**config.mk**
```make
export PLATFORM = sky130hd
export DESIGN_NAME = verificador_senha
export DESIGN_NICKNAME = d
export VERILOG_FILES = /design/src/rtl/verificador_senha.sv
export SDC_FILE = /design/constraint.sdc
export NUM_CORES = 1
export LEC_CHECK = 0
export CORE_MARGIN = 3
export CORE_UTILIZATION = 47
export DETAILED_ROUTE_END_ITERATION = 12
export PLACE_DENSITY_LB_ADDON = 0.12
export SLEW_MARGIN = 20
export SYNTH_ARGS = -nofsm -noshare
export SYNTH_HDL_FRONTEND = slang
export SYNTH_SLANG_ARGS = --single-unit
```
**constraint.sdc**
```tcl
create_clock -name clk -period 14.6 [get_ports clk]
set_input_delay 2.92 -clock clk [delete_from_list [all_inputs] [get_ports clk]]
set_output_delay 2.92 -clock clk [all_outputs]
set_load 0.01 [all_outputs]
```
**src/rtl/verificador_senha.sv**
```systemverilog
// ============================================================================
// Module      : verificador_senha
// Description : Password checker behind the keypad decoder. It compares
//               packets with the stored code and manages failed-attempt
//               lockout and post-unlock password change.
//               Optional macro DESBLOQUEIO_MESTRE_EN adds a master code.
// Revision    : 1.0 - initial release
// ============================================================================
`default_nettype none

module verificador_senha #(
  parameter int          MIN_DIGITOS    = 4,
  parameter int          MAX_DIGITOS    = 12,
  parameter int          MAX_TENTATIVAS = 3,
  parameter int          T_BLOQUEIO     = 20000,
  parameter int          T_JANELA_CFG   = 10000,
  parameter logic [79:0] SENHA_PADRAO   = 80'hFFFF_FFFF_FFFF_FFFF_1234
`ifdef DESBLOQUEIO_MESTRE_EN
  ,
  parameter logic [79:0] SENHA_MESTRE   = 80'hFFFF_FFFF_FFFF_9999_9999
`endif
) (
  input  logic                                clk,
  input  logic                                rst,
  input  logic [79:0]                         digitos_value,
  input  logic                                digitos_valid,
  input  logic                                modo_config,
  output logic                                senha_ok,
  output logic                                senha_erro,
  output logic                                config_ok,
  output logic                                bloqueado,
  output logic [$clog2(MAX_TENTATIVAS+1)-1:0] tentativas
);

  localparam int c_TW      = $clog2(MAX_TENTATIVAS + 1);
  localparam int c_TMR_MAX = (T_BLOQUEIO > T_JANELA_CFG) ? T_BLOQUEIO : T_JANELA_CFG;
  localparam int c_TMRW    = $clog2(c_TMR_MAX + 1);

  localparam logic [79:0] c_CANCELA = {20{4'hB}};
  localparam logic [79:0] c_TIMEOUT = {20{4'hE}};

  typedef enum logic [2:0] {
    S_OCIOSO     = 3'd0,
    S_COMPARA    = 3'd1,
    S_ACERTO     = 3'd2,
    S_ERRO       = 3'd3,
    S_BLOQUEIO   = 3'd4,
    S_CFG_JANELA = 3'd5,
    S_CFG_GRAVA  = 3'd6
  } estado_t;

  estado_t           r_estado, w_estado_n;
  logic [79:0]       r_buf;
  logic [79:0]       r_senha;
  logic              r_mestre;
  logic [c_TW-1:0]   r_tent;
  logic [c_TMRW-1:0] r_tmr;
  logic              r_senha_ok, r_senha_erro, r_config_ok, r_bloqueado;
  logic              r_cfg_ok_pend, r_cfg_err_pend;

  logic [4:0]        w_len;
  logic              w_viu_f, w_malformado, w_digito_inv;
  logic              w_len_ok, w_match, w_cancela, w_timeout, w_tmr_zero;
  logic              w_mestre_hit;
  logic [c_TW-1:0]   w_tent_inc;

  logic w_cap, w_do_ok, w_do_err, w_cfg_ok, w_cfg_err;
  logic w_clr_tent, w_inc_tent, w_set_bloq, w_clr_bloq;
  logic w_ld_bloq, w_ld_jan, w_dec_tmr, w_grava, w_restaura;

`ifdef DESBLOQUEIO_MESTRE_EN
  assign w_mestre_hit = digitos_valid && (digitos_value == SENHA_MESTRE);
`else
  assign w_mestre_hit = 1'b0;
`endif

  // Digit 19 sits in nibble 0, so the length is counted from the LSB upward.
  always_comb begin
    w_len        = '0;
    w_viu_f      = 1'b0;
    w_malformado = 1'b0;
    w_digito_inv = 1'b0;
    for (int k = 0; k < 20; k++) begin
      if (r_buf[k*4 +: 4] == 4'hF) begin
        w_viu_f = 1'b1;
      end else begin
        if (w_viu_f) w_malformado = 1'b1;
        else         w_len = w_len + 5'd1;
        if (r_buf[k*4 +: 4] > 4'h9) w_digito_inv = 1'b1;
      end
    end
  end

  assign w_len_ok   = !w_malformado && !w_digito_inv &&
                      (w_len >= 5'(MIN_DIGITOS)) && (w_len <= 5'(MAX_DIGITOS));
  assign w_match    = w_len_ok && (r_buf == r_senha);
  assign w_cancela  = (r_buf == c_CANCELA);
  assign w_timeout  = (r_buf == c_TIMEOUT);
  assign w_tmr_zero = (r_tmr == '0);
  assign w_tent_inc = (r_tent == c_TW'(MAX_TENTATIVAS)) ? r_tent : r_tent + c_TW'(1);

  always_comb begin
    w_estado_n = r_estado;
    w_cap      = 1'b0;
    w_do_ok    = 1'b0;
    w_do_err   = 1'b0;
    w_cfg_ok   = 1'b0;
    w_cfg_err  = 1'b0;
    w_clr_tent = 1'b0;
    w_inc_tent = 1'b0;
    w_set_bloq = 1'b0;
    w_clr_bloq = 1'b0;
    w_ld_bloq  = 1'b0;
    w_ld_jan   = 1'b0;
    w_dec_tmr  = 1'b0;
    w_grava    = 1'b0;
    w_restaura = 1'b0;
    if (w_mestre_hit) begin
      // Master code pre-empts whatever the FSM is doing, lockout included.
      w_cap      = 1'b1;
      w_estado_n = S_COMPARA;
    end else begin
      case (r_estado)
        S_OCIOSO: begin
          if (digitos_valid) begin
            w_cap      = 1'b1;
            w_estado_n = S_COMPARA;
          end
        end
        S_COMPARA: begin
          if (r_mestre)                    w_estado_n = S_ACERTO;
          else if (w_cancela || w_timeout) w_estado_n = S_OCIOSO;
          else if (w_match)                w_estado_n = S_ACERTO;
          else                             w_estado_n = S_ERRO;
        end
        S_ACERTO: begin
          w_do_ok    = 1'b1;
          w_clr_tent = 1'b1;
          if (r_mestre) begin
            w_clr_bloq = 1'b1;
            w_restaura = 1'b1;
            w_estado_n = S_OCIOSO;
          end else begin
            w_ld_jan   = 1'b1;
            w_estado_n = S_CFG_JANELA;
          end
        end
        S_ERRO: begin
          w_do_err   = 1'b1;
          w_inc_tent = 1'b1;
          if (w_tent_inc == c_TW'(MAX_TENTATIVAS)) begin
            w_set_bloq = 1'b1;
            w_ld_bloq  = 1'b1;
            w_estado_n = S_BLOQUEIO;
          end else begin
            w_estado_n = S_OCIOSO;
          end
        end
        S_BLOQUEIO: begin
          if (w_tmr_zero) begin
            w_clr_bloq = 1'b1;
            w_clr_tent = 1'b1;
            w_estado_n = S_OCIOSO;
          end else begin
            w_dec_tmr = 1'b1;
          end
        end
        S_CFG_JANELA: begin
          if (digitos_valid) begin
            w_cap      = 1'b1;
            w_estado_n = modo_config ? S_CFG_GRAVA : S_COMPARA;
          end else if (w_tmr_zero) begin
            w_estado_n = S_OCIOSO;
          end else begin
            w_dec_tmr = 1'b1;
          end
        end
        S_CFG_GRAVA: begin
          w_estado_n = S_OCIOSO;
          if (!(w_cancela || w_timeout)) begin
            if (w_len_ok) begin
              w_grava  = 1'b1;
              w_cfg_ok = 1'b1;
            end else begin
              w_cfg_err = 1'b1;
            end
          end
        end
        default: w_estado_n = S_OCIOSO;
      endcase
    end
  end

  always_ff @(posedge clk) begin
    if (rst) begin
      r_estado       <= S_OCIOSO;
      r_buf          <= '1;
      r_senha        <= SENHA_PADRAO;
      r_mestre       <= 1'b0;
      r_tent         <= '0;
      r_tmr          <= '0;
      r_senha_ok     <= 1'b0;
      r_senha_erro   <= 1'b0;
      r_config_ok    <= 1'b0;
      r_bloqueado    <= 1'b0;
      r_cfg_ok_pend  <= 1'b0;
      r_cfg_err_pend <= 1'b0;
    end else begin
      r_estado <= w_estado_n;
      if (w_cap) begin
        r_buf    <= digitos_value;
        r_mestre <= w_mestre_hit;
      end
      // Config results wait one cycle so every pulse lands at strobe+2.
      r_cfg_ok_pend  <= w_cfg_ok;
      r_cfg_err_pend <= w_cfg_err;
      r_senha_ok     <= w_do_ok;
      r_senha_erro   <= w_do_err | r_cfg_err_pend;
      r_config_ok    <= r_cfg_ok_pend;

      if (w_clr_tent)      r_tent <= '0;
      else if (w_inc_tent) r_tent <= w_tent_inc;

      if (w_set_bloq)      r_bloqueado <= 1'b1;
      else if (w_clr_bloq) r_bloqueado <= 1'b0;

      if (w_ld_bloq)       r_tmr <= c_TMRW'(T_BLOQUEIO - 1);
      else if (w_ld_jan)   r_tmr <= c_TMRW'(T_JANELA_CFG);
      else if (w_dec_tmr)  r_tmr <= r_tmr - c_TMRW'(1);

      if (w_restaura)      r_senha <= SENHA_PADRAO;
      else if (w_grava)    r_senha <= r_buf;
    end
  end

  assign senha_ok   = r_senha_ok;
  assign senha_erro = r_senha_erro;
  assign config_ok  = r_config_ok;
  assign bloqueado  = r_bloqueado;
  assign tentativas = r_tent;

endmodule

`default_nettype wire

```
---- Word-level counts from Yosys, hierarchy flattened ----
Index checks and enable logic that the tools add are counted.
cells by class
  bitwise logic cells ..................... 2
  equal/unequal tests ..................... 32
  $lt $le $gt $ge ......................... 22
  reductions and logical operators ........ 17
  multiplexer cells ....................... 166
  $add $sub $neg .......................... 21
operators by type and width
  cell                     count
  $mux W5                  38
  $eq A80 B80 Y1 const B   2
  $mux W1                  115
  $add A5 B1 Y5 const B    19
  $eq A4 B4 Y1 const B     20
  $eq A80 B80 Y1           1
  $gt A4 B4 Y1 const B     20
  $mux W15                 3
  $pmux W3 S6              1
  $logic_not A15 Y1        1
  $mux W3                  5
  $sub A15 B1 Y15 const B  1
  $eq A3 B3 Y1 const B     3
  $eq A3 B2 Y1 const B     2
  $reduce_or A2 Y1         3
  $reduce_or A3 Y1         2
  $ge A5 B3 Y1 const B     1
  $le A5 B4 Y1 const B     1
  $eq A2 B2 Y1 const B     2
  $logic_and A1 B1 Y1      4
  $mux W2                  2
  $pmux W1 S2              2
  $reduce_bool A2 Y1       2
  $eq A3 B1 Y1 const B     1
  8 further kinds          9
storage, ports and cells
  logic and storage cells ................. 273
  register bits ........................... 186
  input bits .............................. 84
  output and inout bits ................... 6

---- Depth between registers and ports, before layout ----
  depth in word-level cells ............... 66
  depth in mapped cells ................... 66
  gate-level depth less buffers ........... 62

---- Worst setup path before layout ----
OpenSTA, ideal clock, no wires.
  path kind ............................... reg2reg
  from .................................... reg r_buf[14]
  to ...................................... reg r_senha[12]
  path slack .............................. 2.402 ns
  setup time .............................. 0.072 ns
  stages on the path, launching flop included .. 66
  path buffers ............................ 3
  data required time ...................... 14.528 ns
  arrival time ............................ 12.126 ns
  period minus slack after synthesis ...... 12.198 ns
  path through ............................ dfxtp_1 > clkbuf_1 > and4_1 > a21oi_1 > nor2_1 > ha_1 > nand2_1 > a21oi_1 > ha_1 > nand2_1 > nand2_1 > nand2_1 > a21oi_1 > ha_1 > a21oi_1 > a21boi_0 > ha_1 > nor2_1 > [... 30 more ...] > nor3_1 > ha_1 > nand2_1 > nand2_1 > ha_1 > mux2_2 > nor2_1 > nor2_1 > ha_1 > a221oi_1 > o21ai_0 > nand3_1 > o211ai_1 > o21ai_0 > and3b_1 > buf_6 > buf_12 > mux2i_1
on the way
  cells in the longest elaborated chain, start to end .. 56
  elaborated cells between the ends (all ways) .. 147
  classes of those cells .................. add/sub (16); order compare (3); eq/ne (3); mux (119); reduce/logical (6)
ends and longest elaborated chain
  item                    RTL line  RTL
  start, declared         53        logic [79:0] r_buf;
  start signal, assigned  211       r_buf <= digitos_value;
  $eq A4 B4 Y1            84        if (r_buf[k*4 +: 4] == 4'hF) begin
  $mux W5                 84
  $add A5 B1 Y5           88        else w_len = w_len + 5'd1;
  $mux W5                 87        if (w_viu_f) w_malformado = 1'b1;
  $mux W5                 84
  $add A5 B1 Y5           88
  $mux W5                 87
  $mux W5                 84
  [... 40 more ...]       -
  $mux W5                 87
  $mux W5                 84
  $ge A5 B3 Y1            95        (w_len >= 5'(MIN_DIGITOS)) && (w_len <= 5'(MAX_DIGITOS));
  $logic_and A1 B1 Y1     94        assign w_len_ok = !w_malformado && !w_digito_inv &&
  $logic_and A1 B1 Y1     95
  $mux W1                 181       if (w_len_ok) begin
  $mux W1 (*)             180       if (!(w_cancela || w_timeout)) begin
  $mux W1 (*)             -
  end signal, assigned    232       else if (w_grava) r_senha <= r_buf;
  end, declared           54        logic [79:0] r_senha;
Every way passes the cells marked *; elsewhere a longest branch is shown, timed or not.
A chain may end at the register's enable or synchronous reset.

---- Worst setup path after layout ----
  from .................................... reg r_buf[14]
  to ...................................... reg r_senha[34]
The elaborated chain is that of the path after synthesis.

==> impl_metrics.toml <==
[global_route]
antenna_found_initial = 0
grt_use_total_pct = 24.23
grt_pass1_wl_um = 50410
grt_pass1_vias = 9064
grt_start_max_net_pins = 118
gr-total-overflow = 0

[sta]
finalHoldViolations = 0
fin_crit_ns = 13.63
tightest_slew_ns = 0.8307
fin_tns_setup_ns = 0
fin_worst_skew_ns = 0.01663
fmax_ghz = 0.07335
finalSetupViolations = 0
period_share_pct = 93.38
rsz0062_at_grt = "false"
maxSlewViolCount = 0
slew_headroom_pct = 44.11

[worst_setup_path]
crit_fanout = 28
cp.depth = 63
arrival_ns = 14.00
r2r_cells = 63
path_delay_family = "adder cells"
critPathMaxStageDelay_ns = 0.41
cp_slowest_cell = "dfxtp_1"
cp-end-kind = "register"
cp_num_buf_inv = 1
worstSetupPathType = "register to register"
worstSetupStartpointType = "register"
cpMostUsedCell = "ha_1"
crit_required_ns = 14.97

[drt]
drc = 0
dr.first_iter.drc_count = 844
vias = 9988
drtAntennaViolNets = 0
vias_per_cell = 5.834
totalWireLength_um = 32430
dr.pass1.iters = 5
wire_per_inst_um = 18.94

[final_layout]
fin_area_mm2 = 0.01289
area_growth_pct = 13.11
final_nets = 1481
nFillCells = 2278
drive_above_1_share_pct = 5.599
diodes = 0

[clocking]
cts_tree = "built"
cts_made_buffers = 17
postCtsHoldBufs = 0
cts_root_buf = "clkbuf_16"
htreeDepth = 4
clk_latency_ns = 0.45
clk_pin_slew_worst_paths_ns = 0.07
ctsLongestPathBuffers = 2
cts.sinks = 186

[floorplan]
core_area_mm2 = 0.02368
ios = 90
die_h_um = 161.7
die_w_um = 161.7
fp-row-count = 56
start_util_pct = 48.12
die_area_mm2 = 0.02615

[synthesis]
synth_edf_count = 0
syn_area_mm2 = 0.01140
ys_ff_latch = 186
ys_seq_area_share_pct = 32.67
avgSynthCellArea_um2 = 8.368
yosysWarningCount = 0
synthArstFlopShare_pct = 0
synth_cell_types = 76
synthFlopType = "dfxtp_1"
syn_nets = 1463
syn_inst = 1362

[power_and_ir_drop]
p_per_area_mw_per_mm2 = 120.6
p_leak_nw = 4.564
switchingPower_w = 0.0005857
swShare_pct = 37.68
power.share.sequential_pct = 39.1
power_frac_comb_pct = 31.3
max-vdd-ir-drop_mv = 0.06698
p_int_w = 0.0009689
p_clk_share_pct = 29.6

[min_path]
holdPathStages = 1
hp-class = "register to register"

[place]
gp_congestion = 0.9149
place_hpwl_um = 23440
dpl-instance-area_mm2 = 0.01220
port_buffers = 89

[status]
status = "completed"

[job]
max_cap_viol_count = 0
-- repair_timing --
action,CTS,global route
setup buffers,0,10
hold endpoints to repair,0,0
resized for setup,0,7
endpoints found under the setup margin,0,80
-- cells in the mapped netlist (23+ instances only) --
cell	count	area, um2
a211o_1	81	709.4
a21oi_1	41	205.2
a31oi_1	25	156.4
clkbuf_1	86	322.8
dfxtp_1	186	3724
mux2i_1	93	930.9
nand2_1	64	240.2
nand2b_1	31	193.9
nand3_1	23	115.1
nand4_1	59	369.1
nor2_1	199	747.0
nor2b_1	84	525.5
nor4_1	24	150.1
o21ai_0	42	210.2
xnor2_1	72	630.6
xor2_1	35	306.5
-- worst reg2reg max path, delay by kind of cell (launching register included) --
| family | cells | cell delay (ns) |
|---|---|---|
| and+or+nand+nor | 22 | 2.36 |
| adders and majority gates | 16 | 5.19 |
| muxes | 7 | 1.91 |
| buffers and inverters | 1 | 0.27 |
| DFF | 1 | 0.41 |
| AOI/OAI and AO/OA | 17 | 3.43 |
-- layout make-up --
type / count / area (um2) / share of cell area (%)
clock buffers: 18 / 429.2 / 3.329
multi-input cells: 1052 / 7078 / 54.91
repair buffers: 106 / 1049 / 8.134
inverters: 17 / 63.81 / 0.4950
clock inverters: 14 / 148.9 / 1.155
well taps: 319 / 399.1 / 3.096
flip-flops and latches: 186 / 3724 / 28.88
-- flip-flops by register name, summed over array words and instances, names as in the netlist --
register	count
bloqueado	1
config_ok	1
r_buf	80
r_cfg_err_pend	1
r_cfg_ok_pend	1
r_estado	3
r_senha	80
r_tmr	15
senha_erro	1
senha_ok	1
tentativas	2
-- worst paths after layout --
| check | to | slack, ns | start |
|---|---|---|---|
| max | r_senha[34] | 0.97 | r_buf[14] |
| min | config_ok | 0.44 | r_cfg_ok_pend |
| max reg2reg | r_senha[34] | 0.97 | r_buf[14] |
| min reg2reg | config_ok | 0.44 | r_cfg_ok_pend |
-- metrics by stage --
step	total power, W	cells	utilization (%)	setup WS (ns)	hold slack, ns
2_1_floorplan	0.0009506	1362	-	2.402	0.4138
3_3_place_gp	0.001082	1669	51.53	1.214	0.4189
3_5_place_dp	0.001088	1669	51.53	0.7272	0.4247
4_1_cts	0.001547	1701	53.97	0.6647	0.4430
5_1_grt	0.001635	1712	54.43	0.02139	0.4733
6_report	0.001555	1712	54.43	0.9669	0.4441
-- layer usage --
metal,part of all wire (%),global-route usage (%),up-vias
met5,0,0,-
met4,1.9,6.320,0
met3,5.3,4.208,41
met2,46,38.60,289
met1,47,34.17,4746
li1,-,-,4912
-- placed cells by master, fill, tap and decap left out, types with 41 or more instances in the layout --
master,instances
xnor2_1,72
nor2_1,199
o21ai_0,41
a211o_1,81
nand4_1,59
nor2b_1,84
dfxtp_1,186
clkdlybuf4s50_1,88
nand2_1,64
mux2i_1,91
-- cells by family (layout without fill, tap and decap cells) --
kind of cell,after synthesis,in the layout,share of synthesized area (%)
buffers and inverters,125,155,5.566
other,1,1,0.03290
adder cells (fa/ha/maj),17,17,1.866
flip-flops,186,186,32.67
AO/OA/AOI/OAI,237,237,14.65
multiplexers,99,99,8.859
AND/OR/NAND/NOR,588,589,27.80
XOR/XNOR,109,109,8.563
-- power by group through the flow --
| stage | combinational [W] | sequential, W | clock, W |
|---|---|---|---|
| 2_1_floorplan | 0.000383 | 0.000568 | 0 |
| 3_3_place_gp | 0.000466 | 0.000616 | 0 |
| 3_5_place_dp | 0.000470 | 0.000618 | 0 |
| 4_1_cts | 0.000473 | 0.000606 | 0.000468 |
| 5_1_grt | 0.000534 | 0.000613 | 0.000488 |
| 6_report | 0.000486 | 0.000608 | 0.000460 |
(Power assumes the default switching activity.)
